==> src/rtl/fuel_sensor_filter.sv <==
// Fuel sensor front end: rejects out-of-range raw samples, smooths good ones with a
// 4-deep moving average, flags refuel jumps and keeps a hysteretic sensor fault flag.
module fuel_sensor_filter #(
  parameter int unsigned FUEL_W       = 5,
  parameter int unsigned RAW_W        = 6,
  parameter int unsigned REFUEL_DELTA = 4,
  parameter int unsigned FAULT_CNT    = 3
) (
  input  logic              clk,
  input  logic              reset,
  input  logic              sample_valid,
  input  logic [RAW_W-1:0]  raw_level,
  output logic [FUEL_W-1:0] fuel_level,
  output logic              fuel_valid,
  output logic              window_full,
  output logic              refuel_event,
  output logic              sensor_fault
);

  localparam int unsigned DEPTH  = 4;
  localparam int unsigned PTR_W  = 2;
  localparam int unsigned SUM_W  = FUEL_W + 2;
  localparam int unsigned FILL_W = 3;
  localparam int unsigned FLT_W  = $clog2(FAULT_CNT + 1);

  typedef enum logic {FILL, RUN} state_t;

  state_t            state_q, state_d;
  logic [FUEL_W-1:0] buf_q [DEPTH];
  logic [FUEL_W-1:0] buf_d [DEPTH];
  logic [SUM_W-1:0]  sum_q, sum_d;
  logic [PTR_W-1:0]  wp_q, wp_d;
  logic [FILL_W-1:0] fill_q, fill_d;
  logic [FLT_W-1:0]  good_q, good_d, bad_q, bad_d;
  logic [FUEL_W-1:0] level_q, level_d;
  logic              valid_q, valid_d, full_q, full_d, refuel_q, refuel_d, fault_q, fault_d;

  logic              in_range_c, good_c, bad_c, refuel_hit_c;
  logic [FUEL_W-1:0] sample_c;
  logic [SUM_W-1:0]  sum_nxt_c;

  assign in_range_c   = (raw_level <= RAW_W'((1 << FUEL_W) - 1));
  assign good_c       = sample_valid && in_range_c;
  assign bad_c        = sample_valid && !in_range_c;
  assign sample_c     = raw_level[FUEL_W-1:0];
  assign sum_nxt_c    = sum_q - SUM_W'(buf_q[wp_q]) + SUM_W'(sample_c);
  // Threshold evaluated at raw width so level + delta cannot wrap
  assign refuel_hit_c = (state_q == RUN) &&
                        (raw_level >= RAW_W'(level_q) + RAW_W'(REFUEL_DELTA));

  // Next-state and next-output logic
  always_comb begin
    state_d  = state_q;
    buf_d    = buf_q;
    sum_d    = sum_q;
    wp_d     = wp_q;
    fill_d   = fill_q;
    good_d   = good_q;
    bad_d    = bad_q;
    level_d  = level_q;
    full_d   = full_q;
    fault_d  = fault_q;
    valid_d  = 1'b0;
    refuel_d = 1'b0;

    if (bad_c) begin
      bad_d  = (bad_q == FLT_W'(FAULT_CNT)) ? bad_q : bad_q + FLT_W'(1);
      good_d = '0;
      if (bad_d == FLT_W'(FAULT_CNT)) fault_d = 1'b1;
    end else if (good_c) begin
      good_d  = (good_q == FLT_W'(FAULT_CNT)) ? good_q : good_q + FLT_W'(1);
      bad_d   = '0;
      if (good_d == FLT_W'(FAULT_CNT)) fault_d = 1'b0;
      valid_d = 1'b1;

      if (refuel_hit_c) begin
        for (int i = 0; i < DEPTH; i++) buf_d[i] = sample_c;
        sum_d    = SUM_W'({sample_c, 2'b00});
        wp_d     = '0;
        level_d  = sample_c;
        refuel_d = 1'b1;
      end else begin
        buf_d[wp_q] = sample_c;
        sum_d       = sum_nxt_c;
        wp_d        = wp_q + PTR_W'(1);
        unique case (state_q)
          FILL: begin
            fill_d = fill_q + FILL_W'(1);
            unique case (fill_q)
              FILL_W'(0): level_d = sample_c;
              FILL_W'(1): level_d = FUEL_W'(sum_nxt_c >> 1);
              FILL_W'(2): level_d = FUEL_W'(sum_nxt_c / SUM_W'(3));
              default: begin
                level_d = FUEL_W'(sum_nxt_c >> 2);
                state_d = RUN;
                full_d  = 1'b1;
              end
            endcase
          end
          RUN:     level_d = FUEL_W'(sum_nxt_c >> 2);
          default: state_d = FILL;
        endcase
      end
    end
  end

  // State and output registers
  always_ff @(posedge clk or negedge reset) begin
    if (!reset) begin
      state_q  <= FILL;
      for (int i = 0; i < DEPTH; i++) buf_q[i] <= '0;
      sum_q    <= '0;
      wp_q     <= '0;
      fill_q   <= '0;
      good_q   <= '0;
      bad_q    <= '0;
      level_q  <= '0;
      valid_q  <= 1'b0;
      full_q   <= 1'b0;
      refuel_q <= 1'b0;
      fault_q  <= 1'b0;
    end else begin
      state_q  <= state_d;
      buf_q    <= buf_d;
      sum_q    <= sum_d;
      wp_q     <= wp_d;
      fill_q   <= fill_d;
      good_q   <= good_d;
      bad_q    <= bad_d;
      level_q  <= level_d;
      valid_q  <= valid_d;
      full_q   <= full_d;
      refuel_q <= refuel_d;
      fault_q  <= fault_d;
    end
  end

  assign fuel_level   = level_q;
  assign fuel_valid   = valid_q;
  assign window_full  = full_q;
  assign refuel_event = refuel_q;
  assign sensor_fault = fault_q;

endmodule

==> config.mk <==
export PLATFORM = sky130hd
export DESIGN_NAME = fuel_sensor_filter
export DESIGN_NICKNAME = d
export VERILOG_FILES = /design/src/rtl/fuel_sensor_filter.sv
export SDC_FILE = /design/constraint.sdc
export NUM_CORES = 1
export LEC_CHECK = 0
export ABC_AREA = 1
export CORE_ASPECT_RATIO = 1.2
export CORE_MARGIN = 2
export CORE_UTILIZATION = 64
export CTS_CLUSTER_DIAMETER = 30
export DETAILED_ROUTE_END_ITERATION = 12
export PLACE_DENSITY = 0.95
export SYNTH_ARGS = -nofsm -noshare
export SYNTH_HDL_FRONTEND = slang
export SYNTH_SLANG_ARGS = --single-unit
==> constraint.sdc <==
create_clock -name clk -period 7.6 [get_ports clk]
set_input_delay 0.76 -clock clk [delete_from_list [all_inputs] [get_ports clk]]
set_output_delay 0.76 -clock clk [all_outputs]
set_load 0.05 [all_outputs]
Word level (Yosys, flattened, before mapping)
Index checks and enable logic that the tools add are counted.
{"block": "classes", "n_reduce_logical": 14, "eq_ne": 7, "n_bitwise": 5, "div": 1, "mux": 29, "add_sub_neg": 7, "order_cmp": 4}
{"operator": "$bwmux W20", "n": 1}
{"operator": "$mux W20", "n": 1}
{"operator": "$mux W5", "n": 4}
{"operator": "$pmux W5 S3", "n": 1}
{"operator": "$mux W2", "n": 7}
{"operator": "$mux W1", "n": 11}
{"operator": "$bmux W5 S2", "n": 1}
{"operator": "$demux W5 S2", "n": 1}
{"operator": "$pmux W5 S2", "n": 1}
{"operator": "$eq A2 B2 Y1 const B", "n": 4}
{"operator": "$add A7 B5 Y7", "n": 1}
{"operator": "$div A7 B2 Y7 const B", "n": 1}
{"operator": "$mux W7", "n": 1}
{"operator": "$sub A7 B5 Y7", "n": 1}
{"operator": "$add A2 B1 Y2 const B", "n": 3}
{"operator": "$add A5 B3 Y6 const B", "n": 1}
{"operator": "$ge A6 B6 Y1", "n": 1}
{"operator": "$le A6 B5 Y1 const B", "n": 1}
{"operator": "$reduce_and A3 Y1", "n": 2}
{"operator": "$reduce_and A5 Y1", "n": 1}
{"operator": "$logic_and A1 B1 Y1", "n": 4}
{"operator": "$not A1 Y1", "n": 4}
{"operator": "$reduce_and A4 Y1", "n": 1}
{"operator": "$reduce_bool A2 Y1", "n": 2}
{"operator": "11 further kinds", "n": 11}
{"block": "word_totals", "regBits": 46, "output_inout_bits": 9, "inputBits": 9, "elab_cells": 82}

Depth between registers and ports, before layout
Gate-level depths: netlist of the first run.
{"block": "logic_depth", "ltp_word": 10, "ltp_mapped": 32, "mapped_depth_nobuf": 31}

Least setup slack after synthesis of the first run
No wires, ideal clock.
{"block": "synth_timing", "path_kind": "flip-flop to flip-flop", "from": "reg wp_q[0]", "to": "reg level_q[0], in the netlist fuel_level[0]", "setup_slack_ns": 3.835, "path_stages_with_launch": 28, "t_required_ns": 7.480, "synth_period_minus_slack_ns": 3.765, "arrival_time_ns": 3.645, "path_cell_list": "dfrtp_1 inv_1 clkbuf_1 nor2_1 o22ai_1 fa_1 fa_1 inv_1 nand2_1 nand3_1 nand2_1 nand2_2 nand2_1 nand2_1 nand2_1 nand2_1 nand2_1 nor2_2 nand2_1 inv_1 nor2_2 ha_1 a21oi_1 nand3_1 nand2_1 nand2_1 nand2_1 a21oi_1"}
{"block": "synth_via", "elab_chain_len": 10}
{"item": "start: declaration", "line_no": "32", "rtl": "logic [PTR_W-1:0] wp_q, wp_d;"}
{"item": "start signal: assignment", "line_no": "126", "rtl": "wp_q <= wp_d;"}
{"item": "$not A2 Y3 (not written as such) *", "line_no": "46", "rtl": "assign sum_nxt_c = sum_q - SUM_W'(buf_q[wp_q]) + SUM_W'(sample_c);"}
{"item": "$bmux W5 S2 *", "line_no": "46"}
{"item": "$mux W5 (not written as such) * (2 in series)", "line_no": "46"}
{"item": "$sub A7 B5 Y7 *", "line_no": "46"}
{"item": "$add A7 B5 Y7 *", "line_no": "46"}
{"item": "$div A7 B2 Y7", "line_no": "92", "rtl": "FILL_W'(2): level_d = FUEL_W'(sum_nxt_c / SUM_W'(3));"}
{"item": "$pmux W5 S3", "line_no": "89", "rtl": "unique case (fill_q)"}
{"item": "$pmux W5 S2 *", "line_no": "86", "rtl": "unique case (state_q)"}
{"item": "$mux W5 *", "line_no": "76", "rtl": "if (refuel_hit_c) begin"}
{"item": "end signal: assignment", "line_no": "130", "rtl": "level_q <= level_d;"}
{"item": "end: declaration", "line_no": "35", "rtl": "logic [FUEL_W-1:0] level_q, level_d;"}
Mark *: on every way between the ends. The rest lies on a longest branch, timed or not. The select of a mux whose other input is x is not followed.
A chain may end at the register's enable or synchronous reset.

Worst setup path in the final report of the first run
Ends and elaborated chain as after synthesis.

==> run summary, run 1 <==
Post-CTS Hold Fix Bufs = 0
First-pass GRT wire length = 11.9 mm
Drc violations = 0
Worst skew pair latency = 310 ps
N_diodes = 0
# Post-CTS Setup Buffers = 0
Via count = 2721
Fmax = 226 MHz
CTS clk-pin slew, worst paths = 90 ps
Root Buffer = clkbuf_8
Finish-stage setup viols = 0
# rows = 27
GP Congestion = 0.951
DIE AREA = 5180 um2
Worst EP required = 7810 ps
Max-cap violations = 0
Tmin final = 4420 ps
Post-synth top area share = 39.0%
Cell count after synthesis = 388
Compound-Gate Fraction of Synth Area = 16.8%
I/O pin count = 18
Crit-path max FO = 14
Period Utilization, post-route = 58.1%
Clk_skew = 11.3 ps
Chip height = 78.4 um
Fillers = 346
Worst rel slew slack = 32.8%
Setup TNS = 0 ps
Final nets = 443
Hold Violations, Final = 0
Initial Utilization = 65.3%
Critical path type = reg -> reg
Largest family of logic cells by synthesized area = simple AND/OR/NAND/NOR gates
Share of cells above drive strength 1 = 3.19%
Mux cell area share after synthesis = 0%
Tot GR Track Use = 29.8%
Crit. End Element = flop
Register area share after synthesis = 39.0%
RSZ-0062 raised after global routing = no
Number of global-route vias before repair = 2710
CTS tree = done
Synth warn = 0
Worst slew pin tran = 1010 ps
Top cells by count, synth = 64 x nand2_1, 61 x inv_1, 60 x nor2_1
IO buf count = 17
Critical Path Start Type = flop
Antenna violations before repair = 0
Routed Antenna Nets = 0
Library cells used by synthesis = 24
Most common cell in the netlist = nand2_1
TritonRoute pass-1 iters = 5
Synth Area in XOR/XNOR = 2.07%
GRT Residual Overflow = 0
Synth-to-Final Area Change = 10.2%
Post-synth net total = 425
Status = finished clean
Pins Over Slew Limit = 0
Post-Synth Adder-Cell Area = 13.1%
Yosys top cell by area = dfrtp_1
Largest net degree at the start of global routing = 47
Final WL = 6.95 mm
Drt wl/cell = 15.0 um
Primary FF master, synth = dfrtp_1
Die width = 66.0 um
Post-synthesis async set-or-reset flop share = 100%
Top cells by area, synth = dfrtp_1 39%, ha_1 9.7%, nand2_1 8.1%
Post-synth EDFFs = 0
Arrival @ worst endpoint = 4620 ps
PostCTS Resize Cnt = 0
Mean Syn Cell Area = 7.62 um2
Vias per Instance = 5.85
DR iter-0 viols = 245
Core area = 4530 um2
Total CTS buffers = 5
Synthesized flop and latch total = 46
Worst hold path class = reg -> reg
Synth Area in Simple Gates = 20.6%
CTS sink cnt = 46
Post-synthesis instance area = 2960 um2
Htree depth = 2
HPWL after detailed placement = 4.95 mm
CTS max path bufs = 2
==> worst max-delay path, cell delays in order, from the launching register on <==
cell     delay (ps)
dfrtp_1         610
inv_1           320
o21ai_0         240
o22ai_1         120
fa_1            490
inv_1            40
ha_1            370
a21oi_1         310
nand2_1         120
nand2_1          70
nand2_1          90
nand2_1         120
nand2_1          80
nand3_1         150
nand2_1          80
nor2_2          140
nand2_1         120
inv_1            90
nor2_2           50
ha_1            270
a21oi_1         120
nand3_1          90
nand2_1          60
nand2_1          50
nand2_1          60
a21oi_1          50
==> cell families (layout without fill, tap and decap cells) <==
group                    count (synthesis)  in the layout
XOR/XNOR                                 7              7
buffers and inverters                   67             86
adder cells (fa/ha/maj)                 28             28
flip-flops                              46             46
AND/OR/NAND/NOR                        151            151
AO/OA/AOI/OAI                           89             89
==> flip-flops by register name, summed over array words and instances (netlist names) <==
name,count
buf_q,20
window_full,1
fuel_valid,1
good_q,2
bad_q,2
state_q,1
refuel_event,1
fill_q,3
fuel_level,5
sum_q,7
wp_q,2
sensor_fault,1
==> path summary, 6_finish.rpt <==
kind                                        endpoint  slack (ps)  cells after the start                     from
hold / removal               window_full$_DFFE_PN0P_         470                      1  window_full$_DFFE_PN0P_
hold reg to reg              window_full$_DFFE_PN0P_         470                      1  window_full$_DFFE_PN0P_
min in group asynchronous  fuel_level[0]$_DFFE_PN0P_         600                      1                    reset
max in group asynchronous     refuel_event$_DFF_PN0_        6350                      1                    reset
setup reg to reg           fuel_level[0]$_DFFE_PN0P_        3180                     25      wp_q[0]$_DFFE_PN0P_
setup / recovery           fuel_level[0]$_DFFE_PN0P_        3180                     25      wp_q[0]$_DFFE_PN0P_
==> layout by cell type (no fill, tap or decap) <==
cell | Yosys | routed
clkdlybuf4s50_1 | 0 | 16
inv_1 | 61 | 61
nand2_2 | 1 | 1
nand3_1 | 20 | 20
a21o_1 | 1 | 1
o21ai_0 | 29 | 29
o2111ai_1 | 1 | 1
o211ai_1 | 3 | 3
nor2_1 | 60 | 60
xnor2_1 | 5 | 5
nand4_1 | 3 | 3
clkinv_2 | 0 | 2
nand2_1 | 64 | 64
fa_1 | 5 | 5
clkbuf_8 | 0 | 5
a221oi_1 | 2 | 2
a2111oi_0 | 1 | 1
o21bai_4 | 1 | 1
o22ai_1 | 6 | 6
ha_1 | 23 | 23
xor2_1 | 2 | 2
nor2_2 | 2 | 2
inv_6 | 0 | 1
buf_2 | 0 | 1
a21oi_1 | 44 | 44
o22a_1 | 1 | 1
nor3_1 | 1 | 1
dfrtp_1 | 46 | 46
==> stage by stage <==
stage	worst slack (ps)	hold WS, ps	area, um2	utilization (%)	instances
floorplan	3830	462	2960	-	388
global placement	3060	440	3170	70.0	457
detailed placement	3010	445	3170	70.0	457
CTS	3280	471	3260	72.0	465
global route	2750	502	3260	72.0	465
finish	3180	465	3260	72.0	465
==> layer usage <==
metal	track usage, %	up-vias	share of wire, %	wire length (um)
met2	49.7	115	51	3570
li1	-	1298	-	-
met4	16.1	0	3.9	268
met5	0	-	0	0
met1	35.8	1277	39	2720
met3	5.87	31	5.7	398
==> area by class of cell <==
type	instances	area, um2	share of cell area, %
Inverter	61	229	7.03
Clock buffer	5	68.8	2.11
Clock inverter	3	18.8	0.576
Sequential cell	46	1150	35.3
Timing Repair Buffer	17	165	5.07
Multi-Input combinational cell	275	1550	47.7
Tap cell	58	72.6	2.23
Power of run 1 is left out: the tool's default activity adds up to more than one toggle a clock period on the data nets, which glitch-free logic cannot reach.
==> run 2, diff against run 1 <==
--- a/config.mk
+++ b/config.mk
@@ -8,10 +8,10 @@
 export ABC_AREA = 1
 export CORE_ASPECT_RATIO = 1.2
 export CORE_MARGIN = 2
-export CORE_UTILIZATION = 64
+export CORE_UTILIZATION = 54
 export CTS_CLUSTER_DIAMETER = 30
 export DETAILED_ROUTE_END_ITERATION = 12
-export PLACE_DENSITY = 0.95
+export PLACE_DENSITY = 0.88
 export SYNTH_ARGS = -nofsm -noshare
 export SYNTH_HDL_FRONTEND = slang
 export SYNTH_SLANG_ARGS = --single-unit
==> constraint.sdc (replaced) <==
create_clock -name clk -period 3.7 [get_ports clk]
set_input_delay 0.37 -clock clk [delete_from_list [all_inputs] [get_ports clk]]
set_output_delay 0.37 -clock clk [all_outputs]
set_load 0.05 [all_outputs]
==> run summary, run 2 (synthesized netlist as in run 1, its figures left out) <==
Status = complete, but fails checks
Failing checks = negative setup slack
Worst EP required = 3910 ps
GP Congestion = 0.926
GRT Residual Overflow = 0
Commonest non-fill, non-tap cell in the layout = nor2_1
Placed cell area = 3420 um2
Fillers = 363
Hold Violations, Final = 0
CTS sink cnt = 46
Post-placement cell count = 493
Tmin final = 3950 ps
IO buf count = 17
Reg area = 1150 um2
Critical path type = reg -> reg
CTS max path bufs = 2
I/O pin count = 18
Synth-to-Final Area Change = 32.7%
Number of global-route vias before repair = 3062
Top reg by flops = buf_q
Root Buffer = clkbuf_8
TritonRoute pass-1 iters = 6
Final WL = 9.19 mm
Largest net degree at the start of global routing = 47
Worst hold slack = 242 ps
RSZ-0062 raised after global routing = yes
N_diodes = 0
Drc violations = 0
Clk_skew = 8.70 ps
Worst slew pin tran = 1060 ps
CTS clk-pin slew, worst paths = 100 ps
Crit-path max FO = 8
Worst hold path class = in -> async
Pins Over Slew Limit = 0
Multi-input logic area = 1840 um2
# rows = 29
Share of cells above drive strength 1 = 27.2%
Finish-stage setup viols = 3
Initial Utilization = 55.8%
Final nets = 488
Critical Path Start Type = flop
Chip height = 85.0 um
Tot GR Track Use = 30.3%
Routed Antenna Nets = 0
Worst setup margin = -251 ps
Design area = 3920 um2
Commonest non-fill, non-tap cells in the layout = 55 x nor2_1, 53 x inv_1, 45 x dfrtp_1
First-pass GRT wire length = 14.3 mm
CP max stage delay = 560 ps
Max-cap violations = 0
Die width = 71.5 um
Period Utilization, post-route = 107%
Antenna violations before repair = 0
Fmax = 253 MHz
Post-CTS Hold Fix Bufs = 0
Worst rel slew slack = 29.5%
Drt wl/cell = 17.9 um
Crit. End Element = flop
Slowest library cell on the worst path = fa_1
CP most frequent cell = nand2_1
DIE AREA = 6080 um2
CTS tree = done
Vias per Instance = 5.96
DR iter-0 viols = 304
Arrival @ worst endpoint = 4160 ps
Via count = 3061
Core area = 5300 um2
Worst skew pair latency = 310 ps
Max reg flops = 20
Htree depth = 2
Post-route insts no fill = 514
Total CTS buffers = 5
HPWL after detailed placement = 5.63 mm
run 2: path summary, 6_finish.rpt:
check	start	depth (start not counted)	slack, ps	end
min in group clk	window_full$_DFFE_PN0P_	1	470	window_full$_DFFE_PN0P_
worst min-delay path	reset	1	240	buf_q[9]$_DFFE_PN0P_
worst max register to register	wp_q[0]$_DFFE_PN0P_	31	-250	fuel_level[0]$_DFFE_PN0P_
worst min register to register	window_full$_DFFE_PN0P_	1	470	window_full$_DFFE_PN0P_
max in group asynchronous	reset	1	2730	wp_q[1]$_DFFE_PN0P_
worst max-delay path	wp_q[0]$_DFFE_PN0P_	31	-250	fuel_level[0]$_DFFE_PN0P_
run 2: final cells by class:
type	count	share of cell area [%]
Multi-Input combinational cell	275	46.9
Clock inverter	1	0.223
Sequential cell	46	29.4
Clock buffer	7	2.46
Timing Repair Buffer	62	13.2
Inverter	61	5.84
Tap cell	62	1.98
run 2: per-stage QoR:
stage	utilization (%)	setup WS (ps)	TNS, ps
final	74.0	-251	-414
after global routing	74.0	-447	-951
after CTS	69.8	1.32	0
after detailed placement	64.5	-256	-390
after global placement	64.5	-130	-157
after floorplan	-	30.2	0
run 2: per-layer routing:
layer,routed length [um],track usage (%),share of wire (%)
met5,0,0,0
met4,522,17.7,5.7
met3,649,5.23,7.1
met2,4840,53.5,53
met1,3180,33.9,35
run 2: repair_timing:
action,4_1_cts,5_1_grt
gates cloned,1,0
endpoints found under the setup margin,2,3
resized for setup,36,52
pin swaps,12,31
buffers inserted,4,9
run 2: critical path, delay by kind of cell (launching register included):
| family | cells | cell delay (ps) |
|---|---|---|
| buffers and inverters | 5 | 450 |
| adders and majority gates | 3 | 1020 |
| and+or+nand+nor | 20 | 1600 |
| AOI/OAI and AO/OA | 3 | 310 |
| DFF | 1 | 440 |
Power of run 2 is left out for the same reason.
==> run 3, diff against run 2 <==
--- a/config.mk
+++ b/config.mk
@@ -6,12 +6,14 @@
 export NUM_CORES = 1
 export LEC_CHECK = 0
 export ABC_AREA = 1
+export CAP_MARGIN = 10
 export CORE_ASPECT_RATIO = 1.2
 export CORE_MARGIN = 2
-export CORE_UTILIZATION = 54
+export CORE_UTILIZATION = 64
 export CTS_CLUSTER_DIAMETER = 30
 export DETAILED_ROUTE_END_ITERATION = 12
-export PLACE_DENSITY = 0.88
+export PLACE_DENSITY = 0.95
+export SETUP_SLACK_MARGIN = 0.15
 export SYNTH_ARGS = -nofsm -noshare
 export SYNTH_HDL_FRONTEND = slang
 export SYNTH_SLANG_ARGS = --single-unit
==> constraint.sdc (replaced) <==
create_clock -name clk -period 4.6 [get_ports clk]
set_input_delay 0.46 -clock clk [delete_from_list [all_inputs] [get_ports clk]]
set_output_delay 0.46 -clock clk [all_outputs]
set_load 0.05 [all_outputs]
==> run summary, run 3 (synthesized netlist as in run 1, its figures left out) <==
Vias per Instance = 5.85
Tmin final = 4150 ps
DIE AREA = 5180 um2
CTS max path bufs = 2
Worst slew pin tran = 1010 ps
Via count = 2757
Worst EP required = 4800 ps
Final WL = 7.05 mm
Top reg by flops = buf_q
Clk_skew = 8.23 ps
Antenna violations before repair = 0
HPWL after detailed placement = 5.00 mm
Largest net degree at the start of global routing = 47
Total CTS buffers = 5
I/O pin count = 18
Routed Antenna Nets = 0
Period Utilization, post-route = 90.1%
Die width = 66.0 um
TritonRoute pass-1 iters = 5
First-pass GRT wire length = 11.3 mm
DR iter-0 viols = 256
CTS clk-pin slew, worst paths = 90 ps
Fmax = 241 MHz
GRT Residual Overflow = 0
Worst R2R Setup Slack = 450 ps
Max reg flops = 20
Final nets = 449
Commonest non-fill, non-tap cells in the layout = 64 x nand2_1, 60 x nor2_1, 59 x inv_1
CTS tree = done
Synth-to-Final Area Change = 13.0%
Core area = 4530 um2
Pins Over Slew Limit = 0
Chip height = 78.4 um
Crit. End Element = flop
Crit-path max FO = 7
Worst hold path class = in -> async
Critical Path Start Type = flop
GP Congestion = 0.945
Tot GR Track Use = 28.4%
Worst rel slew slack = 32.9%
Initial Utilization = 65.3%
# rows = 27
Drc violations = 0
IO buf count = 17
Reg2reg start = wp_q[0]$_DFFE_PN0P_
RSZ-0062 raised after global routing = no
Crit. Startpoint = wp_q[0]$_DFFE_PN0P_
Hold Violations, Final = 0
Max-cap violations = 0
Root Buffer = clkbuf_8
Share of cells above drive strength 1 = 5.33%
N_diodes = 0
Arrival @ worst endpoint = 4340 ps
Worst skew pair latency = 310 ps
Commonest non-fill, non-tap cell in the layout = nand2_1
CTS sink cnt = 46
Htree depth = 2
Setup TNS = 0 ps
Finish-stage setup viols = 0
Critical path type = reg -> reg
Drt wl/cell = 15.0 um
Status = finished clean
Number of global-route vias before repair = 2632
run 3: changes by cell type in the layout (fill, tap and decap cells not counted), moves of 7 or more:
cell	previous run	this run
nand3_1	12	20
o21ai_0	20	29
buf_4	40	5
nand2_1	43	64
nand2_2	20	1
nand3_2	8	0
inv_2	8	1
run 3: final timing paths:
path                                        endpoint  depth (start not counted)
min reg2reg                  window_full$_DFFE_PN0P_                          1
min in group clk             window_full$_DFFE_PN0P_                          1
max                        fuel_level[0]$_DFFE_PN0P_                         27
min                            fill_q[1]$_DFFE_PN0P_                          1
max reg2reg                fuel_level[0]$_DFFE_PN0P_                         27
max in group asynchronous        wp_q[0]$_DFFE_PN0P_                          1
run 3: cell type report:
type / count / area (um2)
clock buffer: 5 / 68.8
clock inverter: 3 / 48.8
fill: 323 / 1190
inverter: 61 / 233
multi-input combinational: 275 / 1550
sequential: 46 / 1150
tap: 58 / 72.6
timing repair buffer: 22 / 203
timing repair inverter: 1 / 7.51
run 3: layer usage:
layer / GRT usage [%] / vias up / wire length (um)
met5: 0 / - / 0
met4: 12.4 / 0 / 159
met3: 5.01 / 16 / 350
met2: 50.0 / 116 / 3690
met1: 33.3 / 1320 / 2850
li1: - / 1305 / -
run 3: worst max-delay path: stages (launching register included):
cell and delay (ps):
dfrtp_2 440, clkinvlp_4 190, buf_4 180, nor2_1 90
o22ai_1 120, fa_1 490, fa_1 530, inv_1 100
nand2_1 80, nand3_1 100, nand2_1 70, nand2_2 80
nand2_1 80, nand2_1 80, nand2_1 70, nand2_1 80
nand2_1 60, nor2_2 130, nand2_1 120, inv_1 90
nor2_2 50, ha_1 260, a21oi_1 140, nand3_1 110
nand2_1 70, nand2_1 50, nand2_1 90, a21oi_1 70
run 3: stage by stage:
stage          instance area, um2  cells  hold WS (ps)  utilization (%)  worst slack [ps]
2_1_floorplan                2960    388           164                -               835
3_3_place_gp                 3180    458           440             70.2               358
3_5_place_dp                 3180    458           454             70.2               295
4_1_cts                      3300    466           352             72.8               487
5_1_grt                      3340    471           390             73.7               140
6_report                     3340    471           312             73.7               455
run 3: timing repair:
action / CTS / global route
gates resized for setup: 0 / 4
endpoints found under the setup margin: 0 / 1
hold buffers: 0 / 0
buffers inserted: 0 / 4
Power of run 3 is left out for the same reason.
